`src/rtl/encoder_round_sequencer.sv`:
```
// Round/stage sequencer for the encoder permutation.
// Runs NUM_STAGES step units in order for NUM_ROUNDS rounds. Each unit is driven
// through a start/ready handshake, and every stage is guarded by a wait timeout.
// All outputs are decoded from the registered state and counters.
module encoder_round_sequencer #(
    parameter int NUM_STAGES = 5,
    parameter int NUM_ROUNDS = 24,
    parameter int RW         = 5,
    parameter int SW         = 3,
    parameter int TIMEOUT    = 255
) (
    input  logic                  clk,
    input  logic                  rst,
    input  logic                  start,
    input  logic [NUM_STAGES-1:0] stage_ready,
    output logic [NUM_STAGES-1:0] stage_start,
    output logic                  ld_input,
    output logic                  state_we,
    output logic [RW-1:0]         round,
    output logic [SW-1:0]         stage_idx,
    output logic                  busy,
    output logic                  done,
    output logic                  error
);

    // The timer only has to reach TIMEOUT-1.
    localparam int TW = (TIMEOUT > 1) ? $clog2(TIMEOUT) : 1;

    localparam logic [2:0] S_IDLE = 3'd0;
    localparam logic [2:0] S_LOAD = 3'd1;
    localparam logic [2:0] S_KICK = 3'd2;
    localparam logic [2:0] S_WAIT = 3'd3;
    localparam logic [2:0] S_NEXT = 3'd4;
    localparam logic [2:0] S_DONE = 3'd5;
    localparam logic [2:0] S_ERR  = 3'd6;

    localparam logic [RW-1:0] LAST_ROUND = RW'(NUM_ROUNDS - 1);
    localparam logic [SW-1:0] LAST_STAGE = SW'(NUM_STAGES - 1);
    localparam logic [TW-1:0] TIMER_LAST = TW'(TIMEOUT - 1);

    logic [2:0]    state;
    logic [TW-1:0] timer;
    logic          ready_cur;

    // Pick out the ready bit of the current unit; all other bits are ignored.
    always_comb begin
        ready_cur = 1'b0;
        for (int i = 0; i < NUM_STAGES; i++) begin
            if (stage_idx == SW'(i)) ready_cur = stage_ready[i];
        end
    end

    // Main FSM with the round, stage and timeout counters.
    always_ff @(posedge clk or negedge rst) begin
        if (!rst) begin
            state     <= S_IDLE;
            round     <= '0;
            stage_idx <= '0;
            timer     <= '0;
        end else begin
            case (state)
                S_IDLE, S_ERR: begin
                    if (start) state <= S_LOAD;
                end
                S_LOAD: begin
                    round     <= '0;
                    stage_idx <= '0;
                    state     <= S_KICK;
                end
                S_KICK: begin
                    // Ready is not looked at here, so an idle-high ready cannot
                    // complete the stage before the unit has even started.
                    timer <= '0;
                    state <= S_WAIT;
                end
                S_WAIT: begin
                    if (ready_cur)                state <= S_NEXT;
                    else if (timer == TIMER_LAST) state <= S_ERR;
                    else                          timer <= timer + 1'b1;
                end
                S_NEXT: begin
                    if (stage_idx < LAST_STAGE) begin
                        stage_idx <= stage_idx + 1'b1;
                        state     <= S_KICK;
                    end else if (round < LAST_ROUND) begin
                        round     <= round + 1'b1;
                        stage_idx <= '0;
                        state     <= S_KICK;
                    end else begin
                        state <= S_DONE;
                    end
                end
                S_DONE: state <= S_IDLE;
                default: state <= S_IDLE;
            endcase
        end
    end

    // Moore output decode; error is sticky because ERR holds until a new start.
    always_comb begin
        stage_start = '0;
        for (int i = 0; i < NUM_STAGES; i++) begin
            stage_start[i] = (state == S_KICK) && (stage_idx == SW'(i));
        end
        ld_input = (state == S_LOAD);
        state_we = (state == S_NEXT);
        done     = (state == S_DONE);
        error    = (state == S_ERR);
        busy     = (state == S_LOAD) || (state == S_KICK) || (state == S_WAIT) ||
                   (state == S_NEXT) || (state == S_DONE);
    end

endmodule

```
`config.mk`:
```
export PLATFORM = sky130hd
export DESIGN_NAME = encoder_round_sequencer
export DESIGN_NICKNAME = d
export VERILOG_FILES = /design/src/rtl/encoder_round_sequencer.sv
export SDC_FILE = /design/constraint.sdc
export NUM_CORES = 1
export LEC_CHECK = 0
export CORE_AREA = 2 2 56 58
export CTS_CLUSTER_DIAMETER = 120
export DETAILED_ROUTE_END_ITERATION = 16
export DIE_AREA = 0 0 58 60
export HOLD_SLACK_MARGIN = 0.06
export PLACE_DENSITY = 0.69
export SLEW_MARGIN = 10
export SYNTH_ARGS = -nofsm -noshare
export SYNTH_HDL_FRONTEND = slang
export SYNTH_SLANG_ARGS = --single-unit
export TNS_END_PERCENT = 50
```
`constraint.sdc`:
```
create_clock -name clk -period 2.3 [get_ports clk]
set_input_delay 0.46 -clock clk [delete_from_list [all_inputs] [get_ports clk]]
set_output_delay 0.46 -clock clk [all_outputs]
set_load 0.01 [all_outputs]
```
==> impl_results.md <==
* Status: finished clean
* CTS resizes at 3
* Clk slew on worst S/H paths at 0.12 ns
* Synthesized area at 0.00123 mm2
* MaxCap Viol Count at 0
* Place WS at -0.124 ns
* First-pass GRT wire length at 4640 um
* Number of diodes at 0
* Max clock buf depth at 2
* Clock Latency Late Sink at 0.31 ns
* CP bufs+invs at 1
* RePlAce Congestion at 0.757
* CTS tree: yes
* CP Capture Type: primary output
* Row count at 20
* Remaining routing DRC violations at 0
* Hold Buf Count CTS at 0
* Leakage power at 0.737 nW
* Drt first pass iters at 4
* Max H-tree Level at 1
* Slew @ Worst Pin at 0.560 ns
* Fin crit share at 0.981
* Fin area at 0.00162 mm2
* P per Cell Area at 931 mW/mm2
* Initial DRC Count at 43
* WP data arrival at 1.80 ns
* Root Driver: clkbuf_4
* Cells on worst reg2reg path at 8
* Routed wire length at 2910 um
* Initial core utilization at 0.425
* Data required, critical path at 1.84 ns
* Vias at 1187
* Post-Syn Instances at 137
* PnR worst setup slack at 0.0439 ns
* Worst Setup SP: state[2]
* Syn Nets at 152
* Wire per inst at 14.3 um
* Worst setup path end: stage_start[0]
* Slew Viols, Final at 0
* R2R Setup Slk at 0.11 ns
* Total clock sinks at 19
* Initial antenna violation count at 0
* # IOs at 26
* Post-DRT Antenna Nets at 0
* Worst slew margin at 0.625
* Fillers at 262
* R2r endpoint: timer[7]
* Critical Path Max Stage Delay at 0.54 ns
* Layout cell share with drive strength beyond 1 at 0.153
* Peak VDD IR at 0.000549 V
* Core area at 0.00290 mm2
* Unrepaired setup endpoints after global routing: yes
* Post-CTS Setup Inserts at 0
* Die W at 58 um
* Synthesized area per cell at 9.00 um2
* CP max-delay cell: clkdlybuf4s50_1
* Largest net degree at the start of global routing at 20
* Cell Chain, Critical Path: nor2_4, and2_4, and3_1, clkdlybuf4s50_1
* Seq cells post-synth at 19
* Levels on crit path at 4
* Setup CP Type: flop to primary output
* Dpl cell area at 0.00157 mm2
* Clk_skew at 0.00686 ns
* Die ar. at 0.00348 mm2
* Crit path max fanout at 8
* Num CTS Buffers at 3
* IO Port Bufs at 25
* Min Tclk post-route at 2.26 ns
* Final hold vios at 0
* Startpoint types: flop
* # setup viols final at 0
* Fmax at 443 MHz
* Final Power at 1.51 mW
* R2R Path Start: stage_idx[0]
* Warnings from Yosys at 0
* Total Routing Usage GR at 0.173
* Number of distinct library cells after synthesis at 39
* GRT Residual Overflow at 0
* Register area share after synthesis at 0.385
* Chip Height at 60 um
* Vias in the first global route at 1117
* Nets at 186
* Vias/cell at 5.85
* Dpl hpwl at 2220 um
* CP top delay family: buffers and inverters
* Area delta synth->final at 31.5%
* Hold Crit Class: input pin to asynchronous set/reset pin
[cell families (layout without fill, tap and decap cells)]
| kind of cell | Yosys count | count (layout) | share of synthesized area |
|---|---|---|---|
| AOI/OAI and AO/OA | 32 | 32 | 0.167 |
| xor gates and xnor gates | 2 | 2 | 0.0142 |
| adders and majority gates | 7 | 7 | 0.0710 |
| buffers and inverters | 12 | 45 | 0.0456 |
| DFF | 19 | 19 | 0.385 |
| muxes | 4 | 4 | 0.0345 |
| and+or+nand+nor | 61 | 61 | 0.282 |
[final cells by class]
cell class	count	area, um2	area share
Clock inverter	1	5.00	0.00308
Sequential cell	19	478	0.295
Timing Repair Buffer	35	333	0.205
Multi-Input combinational cell	106	721	0.444
Clock buffer	3	22.5	0.0139
Tap cell	33	41.3	0.0254
Inverter	6	22.5	0.0139
[layout by cell type, fill, tap and decap left out, types with 4 or more instances in the layout]
| master | instances |
|---|---|
| clkdlybuf4s50_1 | 22 |
| nand2_1 | 18 |
| dfrtp_1 | 17 |
| a21oi_1 | 10 |
| buf_4 | 10 |
| and3_1 | 7 |
| nor2_1 | 7 |
| inv_1 | 6 |
| o21ai_0 | 6 |
| ha_1 | 6 |
| nand4_1 | 4 |
| o31ai_1 | 4 |
[Yosys cell counts (all sizes together)]
master    n  area share
and2b     1      0.0061
ha        7       0.071
and3      7       0.035
or4       3       0.021
mux2i     2       0.016
nor2      8       0.024
o31ai     4       0.024
nand3     2      0.0081
o41ai     3       0.021
clkbuf    1      0.0030
or3       3       0.015
a311oi    1      0.0071
a21oi    10       0.041
xnor2     2       0.014
and2      2       0.010
mux2      2       0.018
and4      1      0.0071
a2111oi   1      0.0071
a31oi     2       0.010
o211ai    2       0.012
nand3b    3       0.018
a21o      1      0.0061
nand2b    1      0.0051
o21ai     6       0.024
nor3      2      0.0081
o32ai     1      0.0071
buf       5       0.024
a22o      1      0.0071
nand2    18       0.055
nor4      1      0.0051
dfrtp    19        0.39
nor3b     5       0.043
inv       6       0.018
nand4     4       0.020
[worst register-to-register path: stages (launching register included)]
cell and delay (ns):
dfrtp_2 0.42, inv_1 0.08, ha_1 0.24, nand3b_1 0.11, a2111oi_2 0.07, or4_4 0.59, buf_4 0.17, o41ai_1 0.27
a21oi_1 0.11
[registers in the layout, indices dropped and copies added (netlist names)]
| register | cells |
|---|---|
| state | 3 |
| round | 5 |
| stage_idx | 3 |
| timer | 8 |
[per-layer routing]
layer | up-vias | track usage | wire length, um
met5 | - | 0 | 0
met4 | 0 | 0.0598 | 56
met3 | 9 | 0.0325 | 120
met2 | 36 | 0.308 | 1460
met1 | 566 | 0.207 | 1270
li1 | 576 | - | -
[where the power goes]
group | leakage [nW] | switching (mW) | internal [mW]
Clock | 0.0177 | 0.111 | 0.0650
Combinational | 0.465 | 0.424 | 0.421
Sequential | 0.254 | 0.0901 | 0.399
[worst min-delay path by stage]
| stage | end | cells past startpoint |
|---|---|---|
| global placement | timer[5] | 2 |
| detailed placement | timer[5] | 2 |
| CTS | timer[2] | 2 |
| finish | state[1] | 2 |
| floorplan | round[0] | 0 |
| global route | timer[2] | 2 |
[metrics by stage]
| stage | hold WS [ns] | setup TNS, ns | instances | util |
|---|---|---|---|---|
| after floorplan | 0.164 | 0 | 137 | - |
| after global routing | 0.479 | -0.00769 | 203 | 0.559 |
| after detailed placement | 0.543 | -0.437 | 199 | 0.540 |
| after CTS | 0.480 | 0 | 203 | 0.551 |
| after global placement | 0.531 | -0.0847 | 199 | 0.540 |
| final | 0.470 | 0 | 203 | 0.559 |
(Power assumes the default switching activity.)
==> RTL edit 1: new RTL, config.mk and constraints unchanged <==
Make the reset (`rst`) synchronous in one clocked block.
--- a/src/rtl/encoder_round_sequencer.sv
+++ b/src/rtl/encoder_round_sequencer.sv
@@ -52,5 +52,5 @@
 
     // Main FSM with the round, stage and timeout counters.
-    always_ff @(posedge clk or negedge rst) begin
+    always_ff @(posedge clk) begin
         if (!rst) begin
             state     <= S_IDLE;
Formal check against the unedited RTL: differs if rst is asserted again (counterexample within 4 cycles, from zero or initial values and one cycle with rst low); with rst held inactive, the same outputs for 10 cycles.
==> RTL edit 1 against the original RTL <==
  * Count of clock-buffer cells in the layout increased by 1
  * Synthesized area grew 2.8%
  * Register-to-register slack improved by 150 ps
  * Cell count rose by 5.4%
  * Combinational power down 42%
  * Design area grew 1.2%
  * Total power down 29%
  * Worst setup slack better by 18 ps
  * Sequential cell count did not move
  * Routed wire length down 3.7%
  * Critical path type unchanged
  * Critical endpoint is now state_we
  * Largest cell class unchanged
  * Highest routed layer unchanged
==> RTL edit 1: results (changes against the original RTL) <==
placement:
  dpl_cell_area_mm2: 0.00154  # -1.4%
  dp_hpwl_mm: 2.09  # -5.7%
  gp_congestion: 0.759  # +0.26%
power_and_ir_drop:
  total_power_w: 0.00107  # -29%
  p_leak_nw: 0.641  # -13%
  clk-power_w: 0.000169  # -4%
  pwr-share-seq: 0.384  # +0.060
  p_sw_frac: 0.359  # -0.0547
  vdd_drop_max_v: 0.000450  # -18%
logic_synthesis:
  synthXorXnorAreaFrac: 0.0345  # +0.0203
  synth_compound_area_frac: 0.199  # +0.0319
  synth_adder_area_share: 0.0690  # -0.00196
  synth_area_leaders: "dfxtp_1 30%, ha_1 6.9%, nand2_1 3.8%"
  syn_nets: 164  # +7.9%
  synth.distinct_cells: 43  # +10%
  synth_top_flop_cell: "dfxtp_1"
  synth_common_cells: "19 x dfxtp_1, 13 x nand2_1, 10 x nor2_1"
  seq_area_frac_synth: 0.300  # -0.0856
  muxShareOfSynthArea: 0  # -0.0345
clock_network:
  clkLatencyLatePin_ps: 290  # -20 ps
  cts_resized: 5  # +2
global_route:
  use_met3: 0.0303  # -0.00216
  track_usage: 0.169  # -0.00360
  grtUsageMet1: 0.226  # +0.0190
  grt_max_degree: 13  # -35%
  grt_pass1_wl_mm: 4.50  # -3.1%
  use_met2: 0.261  # -0.0471
timing:
  finalClockSkew_ps: 4.00  # -2.86 ps
  relSlewSlack: 0.555  # -0.0698
final_layout:
  nClkBuffers: 4  # +1
  multi_input_area_share: 0.490  # +0.0456
  drive_above_1_share: 0.160  # +0.00728
  inverters: 10  # +4
  multi_input_gates: 114  # +7.5%
  seq_share: 0.239  # -0.0554
  buf_share: 0.204  # -0.000976
  n_all_buffers: 34  # -2.9%
  final_nets: 197  # +5.9%
  fillers: 267  # +1.9%
  clock_area_frac: 0.0160  # -0.000968
route:
  drt_iter0_drc: 49  # +14%
  wl_met3_um: 142  # +18%
  routed_wl_mm: 2.80  # -3.7%
  met1_length_mm: 1.32  # +3.5%
status:
  status: "complete, no violations"
critical_path:
  arrival_ps: 1780  # -20 ps
  reg2regPathDepth: 7  # -1
  critPathMaxFanout: 7  # -1
  timing.rr.start: "stage_idx[1]"
  setup.worst_path.start: "state[2]"
die:
  coreArea_mm2: 0.00290  # unchanged
min_path:
  hold_path_class: "reg -> reg"
## RTL edit 1: cell count changes in the layout (fill, tap and decap cells not counted), moves of 4 or more
cell     delta
and2_1      +7
dfrtp_1    -17
dfxtp_1    +15
nand2_1     -5
nand3_1     +7
nor2b_1     +5
o31ai_1     -4
## RTL edit 1: final timing paths
check / endpoint / slack, ps
setup reg to reg: state[1] / 260
hold / removal: timer[4] / 540
hold reg to reg: timer[4] / 540
setup / recovery: state_we / 60
## RTL edit 1: stage by stage
| stage | utilization | hold slack, ps | setup WS, ps | instances |
|---|---|---|---|---|
| 2_1_floorplan | - | 498 | 389 | 149 |
| 3_3_place_gp | 0.532 | 516 | 84.3 | 205 |
| 3_5_place_dp | 0.532 | 528 | 53.0 | 205 |
| 4_1_cts | 0.545 | 543 | 0.685 | 209 |
| 5_1_grt | 0.566 | 591 | 8.22 | 214 |
| 6_report | 0.566 | 541 | 62.1 | 214 |
==> RTL edit 2: new RTL, same settings <==
Without the edit above. Change the parameter `NUM_STAGES` from 5 to 6.
--- a/src/rtl/encoder_round_sequencer.sv
+++ b/src/rtl/encoder_round_sequencer.sv
@@ -4,5 +4,5 @@
 // All outputs are decoded from the registered state and counters.
 module encoder_round_sequencer #(
-    parameter int NUM_STAGES = 5,
+    parameter int NUM_STAGES = 6,
     parameter int NUM_ROUNDS = 24,
     parameter int RW         = 5,
Ports: changed (resized stage_ready and stage_start); port bits go from 26 to 28. No check against the original RTL was run, so the function may have changed too.
==> RTL edit 2 against the original RTL <==
  * Routed wire length grew 12%
  * Worst setup slack improved by 53 ps
  * Total power shrank 1.9%
  * Design area rose by 7.8%
  * Critical path depth fell by 1
  * Critical path type unchanged
  * Synthesized area increased by 6.7%
  * Sequential cell count unchanged
  * Non-clock buffer count increased by 4
==> RTL edit 2: results (changes against the original RTL) <==
critical_path:
  arrival_ps: 1740  # -60 ps
  critPathMaxFanout: 9  # +1
  reg2regPathDepth: 7  # -1
  cp-endpoint: "done"
  setup.worst_path.start: "state[1]"
  r2r-end: "timer[5]"
route:
  wl_met3_um: 98  # -18%
  wl_met2_mm: 1.72  # +18%
  met1_length_mm: 1.42  # +12%
  drt_iter0_drc: 50  # +16%
  routed_wl_mm: 3.27  # +12%
  num_vias: 1211  # +2.0%
logic_synthesis:
  synth_common_cells: "19 x dfrtp_1, 17 x nand2_1, 15 x nor2_1"
  seq_area_frac_synth: 0.361  # -0.0242
  synth_adder_area_share: 0.0760  # +0.00505
  synth_area_leaders: "dfrtp_1 36%, ha_1 7.6%, nand2_1 4.8%"
  syn_nets: 160  # +5.3%
  synthXorXnorAreaFrac: 0.0133  # -0.000891
  synth.distinct_cells: 43  # +10%
  synth_compound_area_frac: 0.175  # +0.00756
  synthCells: 143  # +4.4%
  muxShareOfSynthArea: 0.0314  # -0.00311
clock_network:
  cts.clk_slew.worst_paths_ps: 120  # about the same
placement:
  dpl_cell_area_mm2: 0.00166  # +6.1%
  gp_congestion: 0.851  # +12%
  portBuffers: 27  # +8.0%
  placed_cells: 208  # +4.5%
  post-place-ws_ps: -8.96  # +115 ps
  dp_hpwl_mm: 2.51  # +13%
global_route:
  track_usage: 0.196  # +0.0238
  antenna_found_initial: 0  # unchanged
  grt_max_degree: 20  # unchanged
  grt_pass1_wl_mm: 5.33  # +15%
timing:
  finalClockSkew_ps: 6.29  # -0.578 ps
  min_period_ps: 2200  # -52.8 ps
  relSlewSlack: 0.621  # -0.00391
  holdWs_ps: 482  # +12.2 ps
power_and_ir_drop:
  p_leak_nw: 0.787  # +6.8%
  vdd_drop_max_v: 0.000499  # -9.1%
status:
  status: "complete, no violations"
final_layout:
  drive_above_1_share: 0.197  # +0.0438
  final_nets: 201  # +8.1%
  finalNonFillerCells: 216  # +6.4%
[RTL edit 2: area by class of cell]
| class | instances | area, µm² |
|---|---|---|
| clock buffer | 4 | 26.3 |
| fill | 268 | 1150 |
| inverter | 7 | 26.3 |
| multi-input combinational | 114 | 812 |
| sequential | 19 | 480 |
| tap | 33 | 41.3 |
| timing repair buffer | 39 | 363 |
[RTL edit 2: power breakdown]
part / total (W) / switching [W] / leakage [nW] / internal, W
Sequential: 0.000464 / 0.0000748 / 0.252 / 0.000390
Combinational: 0.000839 / 0.000438 / 0.520 / 0.000401
Clock: 0.000178 / 0.000110 / 0.0150 / 0.0000676
[RTL edit 2: layer usage]
metal,track usage,up-vias
li1,-,601
met1,0.242,588
met2,0.360,18
met3,0.0303,4
met4,0.0432,0
met5,0,-
[RTL edit 2: timing repair]
item | 4_1_cts | 5_1_grt
hold buffers | 0 | 0
gates resized for setup | 14 | 3
setup buffers | 4 | 0
pin swaps | 0 | 1
cloned | 0 | 0
setup endpoints to repair | 8 | 7
